`src/rtl/parity_encoder.sv`:
```
// Even-parity encoder with a two-entry skid buffer: out_word = {^data, data}.
// Optional define PARITY_ERR_INJECT_EN adds inject_err to flip stored parity.
module parity_encoder #(
  parameter int DATA_WIDTH = 8,
  parameter int CNT_WIDTH  = 16
) (
  input  logic                  clk,
  input  logic                  arst_n,
  input  logic [DATA_WIDTH-1:0] in_data,
  input  logic                  in_valid,
  output logic                  in_ready,
  output logic [DATA_WIDTH:0]   out_word,
  output logic                  out_valid,
  input  logic                  out_ready,
  output logic [CNT_WIDTH-1:0]  word_cnt,
`ifdef PARITY_ERR_INJECT_EN
  input  logic                  inject_err,
`endif
  output logic [1:0]            state_dbg
);

  // Handshake: a transfer happens on a rising clk edge where valid and ready
  // are both high; valid never depends on ready, and ready is register-only.
  typedef enum logic [1:0] {
    EMPTY = 2'd0,
    ONE   = 2'd1,
    FULL  = 2'd2
  } state_t;

  state_t                state, state_nxt;
  logic                  rst_done;
  logic [DATA_WIDTH:0]   head_q, tail_q;
  logic [DATA_WIDTH:0]   enc_word;
  logic                  flip;
  logic                  accept, emit;
  logic                  load_head_in, load_head_tail, load_tail;

`ifdef PARITY_ERR_INJECT_EN
  assign flip = inject_err;
`else
  assign flip = 1'b0;
`endif

  assign enc_word  = {(^in_data) ^ flip, in_data};
  assign in_ready  = rst_done && (state != FULL);
  assign out_valid = (state != EMPTY);
  assign accept    = in_valid && in_ready;
  assign emit      = out_valid && out_ready;
  assign out_word  = head_q;
  assign state_dbg = state;

  always_comb begin
    state_nxt      = state;
    load_head_in   = 1'b0;
    load_head_tail = 1'b0;
    load_tail      = 1'b0;
    case (state)
      EMPTY: begin
        if (accept) begin
          state_nxt    = ONE;
          load_head_in = 1'b1;
        end
      end
      ONE: begin
        if (accept && emit) begin
          load_head_in = 1'b1;
        end else if (accept) begin
          state_nxt = FULL;
          load_tail = 1'b1;
        end else if (emit) begin
          state_nxt = EMPTY;
        end
      end
      FULL: begin
        // in_ready is low here, so only the drain into head can occur
        if (emit) begin
          state_nxt      = ONE;
          load_head_tail = 1'b1;
        end
      end
      default: state_nxt = EMPTY;
    endcase
  end

  always_ff @(posedge clk or negedge arst_n) begin
    if (!arst_n) begin
      state    <= EMPTY;
      rst_done <= 1'b0;
      head_q   <= '0;
      tail_q   <= '0;
      word_cnt <= '0;
    end else begin
      state    <= state_nxt;
      rst_done <= 1'b1;
      if (load_head_in)   head_q <= enc_word;
      if (load_head_tail) head_q <= tail_q;
      if (load_tail)      tail_q <= enc_word;
      if (emit)           word_cnt <= word_cnt + {{(CNT_WIDTH-1){1'b0}}, 1'b1};
    end
  end

endmodule
```
`config.mk`:
```
export PLATFORM = sky130hd
export DESIGN_NAME = parity_encoder
export DESIGN_NICKNAME = d
export VERILOG_FILES = /design/src/rtl/parity_encoder.sv
export SDC_FILE = /design/constraint.sdc
export NUM_CORES = 1
export LEC_CHECK = 0
export BUFFER_PORTS_ARGS = -buffer_cell sky130_fd_sc_hd__clkbuf_2
export CAP_MARGIN = 20
export CORE_MARGIN = 2
export CORE_UTILIZATION = 47
export DETAILED_ROUTE_END_ITERATION = 10
export HOLD_SLACK_MARGIN = 0.08
export PLACE_DENSITY = 0.75
export SYNTH_ARGS = -nofsm -noshare
export SYNTH_HDL_FRONTEND = slang
export SYNTH_SLANG_ARGS = --single-unit
```
`constraint.sdc`:
```
create_clock -name clk -period 1.45 [get_ports clk]
set_input_delay 0.29 -clock clk [delete_from_list [all_inputs] [get_ports clk]]
set_output_delay 0.29 -clock clk [all_outputs]
set_load 0.005 [all_outputs]
```
==> results_dict.tcl <==
set metrics [dict create \
    row_count 21 \
    yosysTopAreaCellShare 0.562 \
    status "finished, violations left" \
    cts.sinks 37 \
    ff2ff_path_depth 5 \
    p_leak_uw 0.00102 \
    critical_path_class "reg2out" \
    synth_top_cells_by_area "dfrtp_1 (56%), xnor2_1 (10%), mux2_2 (6.2%)" \
    num_vias 1222 \
    netlist_area_um2 1650 \
    die_area_um2 4000 \
    path_clk_slew_ns 0.10 \
    grt_pass1_wl_um 5260 \
    hold_path.class "in2reg" \
    cts_made_buffers 5 \
    cts_tree "built" \
    yosys_warnings 0 \
    ctsRootBufferMaster "clkbuf_4" \
    htreeDepth 2 \
    crit_buf_inv 2 \
    p_total_uw 2600 \
    skew_ns 0.00902 \
    fin_ws_ns -0.0319 \
    maxCapViolCount 0 \
    core-area_um2 3360 \
    fin_crit_ns 1.48 \
    arrival_ns 1.19 \
    dp_hpwl_um 2290 \
    via_per_inst 5.07 \
    gr-usage-all-layers 0.168 \
    startpoint_type "flop" \
    drive_gt1_frac 0.410 \
    yosysTopAreaCell "dfrtp_1" \
    cp_top_family "flip-flops" \
    final_cells 241 \
    die_h_um 63.2 \
    crit_chain "buf_6 > or2_4 > clkbuf_2" \
    end_kind "output pin" \
    max_freq_mhz 675 \
    fin_crit_sh 1.02 \
    dr.pass1.iters 4 \
    netlist_instances 140 \
    r2r_slack_ns 0.03 \
    crit_cells 3 \
    n_antenna_cell 0 \
    p_per_area_nw_per_um2 1260 \
    insertion_delay_ns 0.33 \
    io-pin-count 41 \
    vdd_drop_max_mv 0.712 \
    grt_max_degree 22 \
    dieWidth_um 63.2 \
    slowest_stage "dfrtp_1" \
    yosys_register_bits 37 \
    placed_cells 229 \
    initial_core_util 0.490 \
    first_iter_violations 88 \
    setup-violations-final 1 \
    overflow 0 \
    hold_violations 0 \
    syn_to_final_growth_pct 25.4 \
    cts.path.max_buffers 2 \
    hold_depth 2 \
    critPathMaxFanout 4 \
    syn_area_per_cell_um2 11.8 \
    ys_seq_area_frac 0.562 \
    antenna_found_initial 0 \
    final_nets 207 \
    grt_pass1_vias 1176 \
    slowest_delay_ns 0.41 \
    slew_viol_final 0 \
    wl_per_cell_um 13.3 \
    rsz0062_at_grt "true" \
    route.detailed.drc 0 \
    worst_ep_required_time_ns 1.16 \
    final_util 0.615 \
    violations "setup timing" \
    pre_cts_ws_ns 0.00347 \
    io_buffers 40 \
    ys_types 30 \
    routed_wirelength_um 3210 \
    drtAntennaViolNets 0 \
    synth_fp_nets 153 \
    gp_congestion 0.847 \
]
-- repair_timing --
item | in CTS | in global routing
hold endpoints to repair | 16 | 0
hold buffers | 1 | 0
gates resized for setup | 7 | 4
buffers inserted | 2 | 1
setup endpoints to repair | 2 | 9
pin swaps | 2 | 0
-- worst paths after layout --
kind,from,end
setup / recovery,state_dbg[1],out_valid
hold / removal,out_ready,state_dbg[1]
setup reg to reg,state_dbg[1],word_cnt[7]
hold reg to reg,word_cnt[15],word_cnt[15]
max in group asynchronous,arst_n,state_dbg[0]
min in group asynchronous,arst_n,out_word[2]
-- cells in the final DEF, fill, tap and decap left out, types with 2 or more instances in the layout --
master and count:
and4_4 2, a22oi_1 8, clkbuf_4 5, nand3_1 6, a21oi_1 3, buf_4 9
and3_1 2, mux2_2 9, xnor2_1 19, xor2_1 2, and4_1 2, and3b_1 2
clkbuf_2 40, clkinv_2 2, dfrtp_1 36, nand2_1 22
-- logic make-up after synthesis --
kind of cell / after synthesis / share of synthesized area
XOR/XNOR: 22 / 0.121
other: 1 / 0.00228
buffers and inverters: 6 / 0.0190
AND/OR/NAND/NOR: 46 / 0.147
adder cells (fa/ha/maj): 1 / 0.00759
flip-flops: 37 / 0.562
AO/OA/AOI/OAI: 18 / 0.0797
multiplexers: 9 / 0.0615
-- where the power goes --
group	internal [µW]	total, µW	switching [µW]
clock	185	497	312
sequential	1270	1450	179
combinational	372	656	284
-- per-layer routing --
layer | GRT usage | part of all wire | vias up
met3 | 0.0536 | 0.048 | 4
met5 | 0 | 0 | -
li1 | - | - | 588
met4 | 0.0571 | 0.013 | 0
met1 | 0.216 | 0.45 | 597
met2 | 0.270 | 0.49 | 33
-- through the flow --
step	cell area [µm²]	TNS [ns]	hold slack [ns]
2_1_floorplan	1650	0	-0.00559
3_5_place_dp	1950	0	0.246
3_3_place_gp	1950	0	0.241
5_1_grt	2070	-0.277	0.209
4_1_cts	2050	-0.0664	0.214
6_report	2070	-0.0319	0.238
-- area by class of cell --
cell class	instances	area (µm²)
clock buffer	6	41.3
clock inverter	2	10.0
fill	312	1300
inverter	1	3.75
multi-input combinational	97	718
sequential	37	927
tap	46	57.6
timing repair buffer	52	309
-- worst reg2reg max path, cell delays in order, from the launching register on --
cell and delay [ns]:
dfrtp_1 0.41, buf_4 0.16, o21a_4 0.22, and4_4 0.20, and4_4 0.20, xor2_2 0.13
-- synth_stat cells (all sizes together) --
cell type,number
a21oi,4
a22oi,9
a31oi,1
and2,3
and3,2
and3b,2
and4,5
buf,5
conb,1
dfrtp,37
ha,1
inv,1
mux2,9
nand2,22
nand2b,2
nand3,6
nand4,1
nor2,1
nor3,1
o21a,1
o21ai,1
o21bai,1
o22ai,1
or2,1
xnor2,19
xor2,3
-- sequential cells by signal, summed over array words and instances, names as in the netlist --
name       flops
rst_done       1
out_word       9
tail_q         9
word_cnt      16
state_dbg      2
Power figures use the tool's default switching activity.
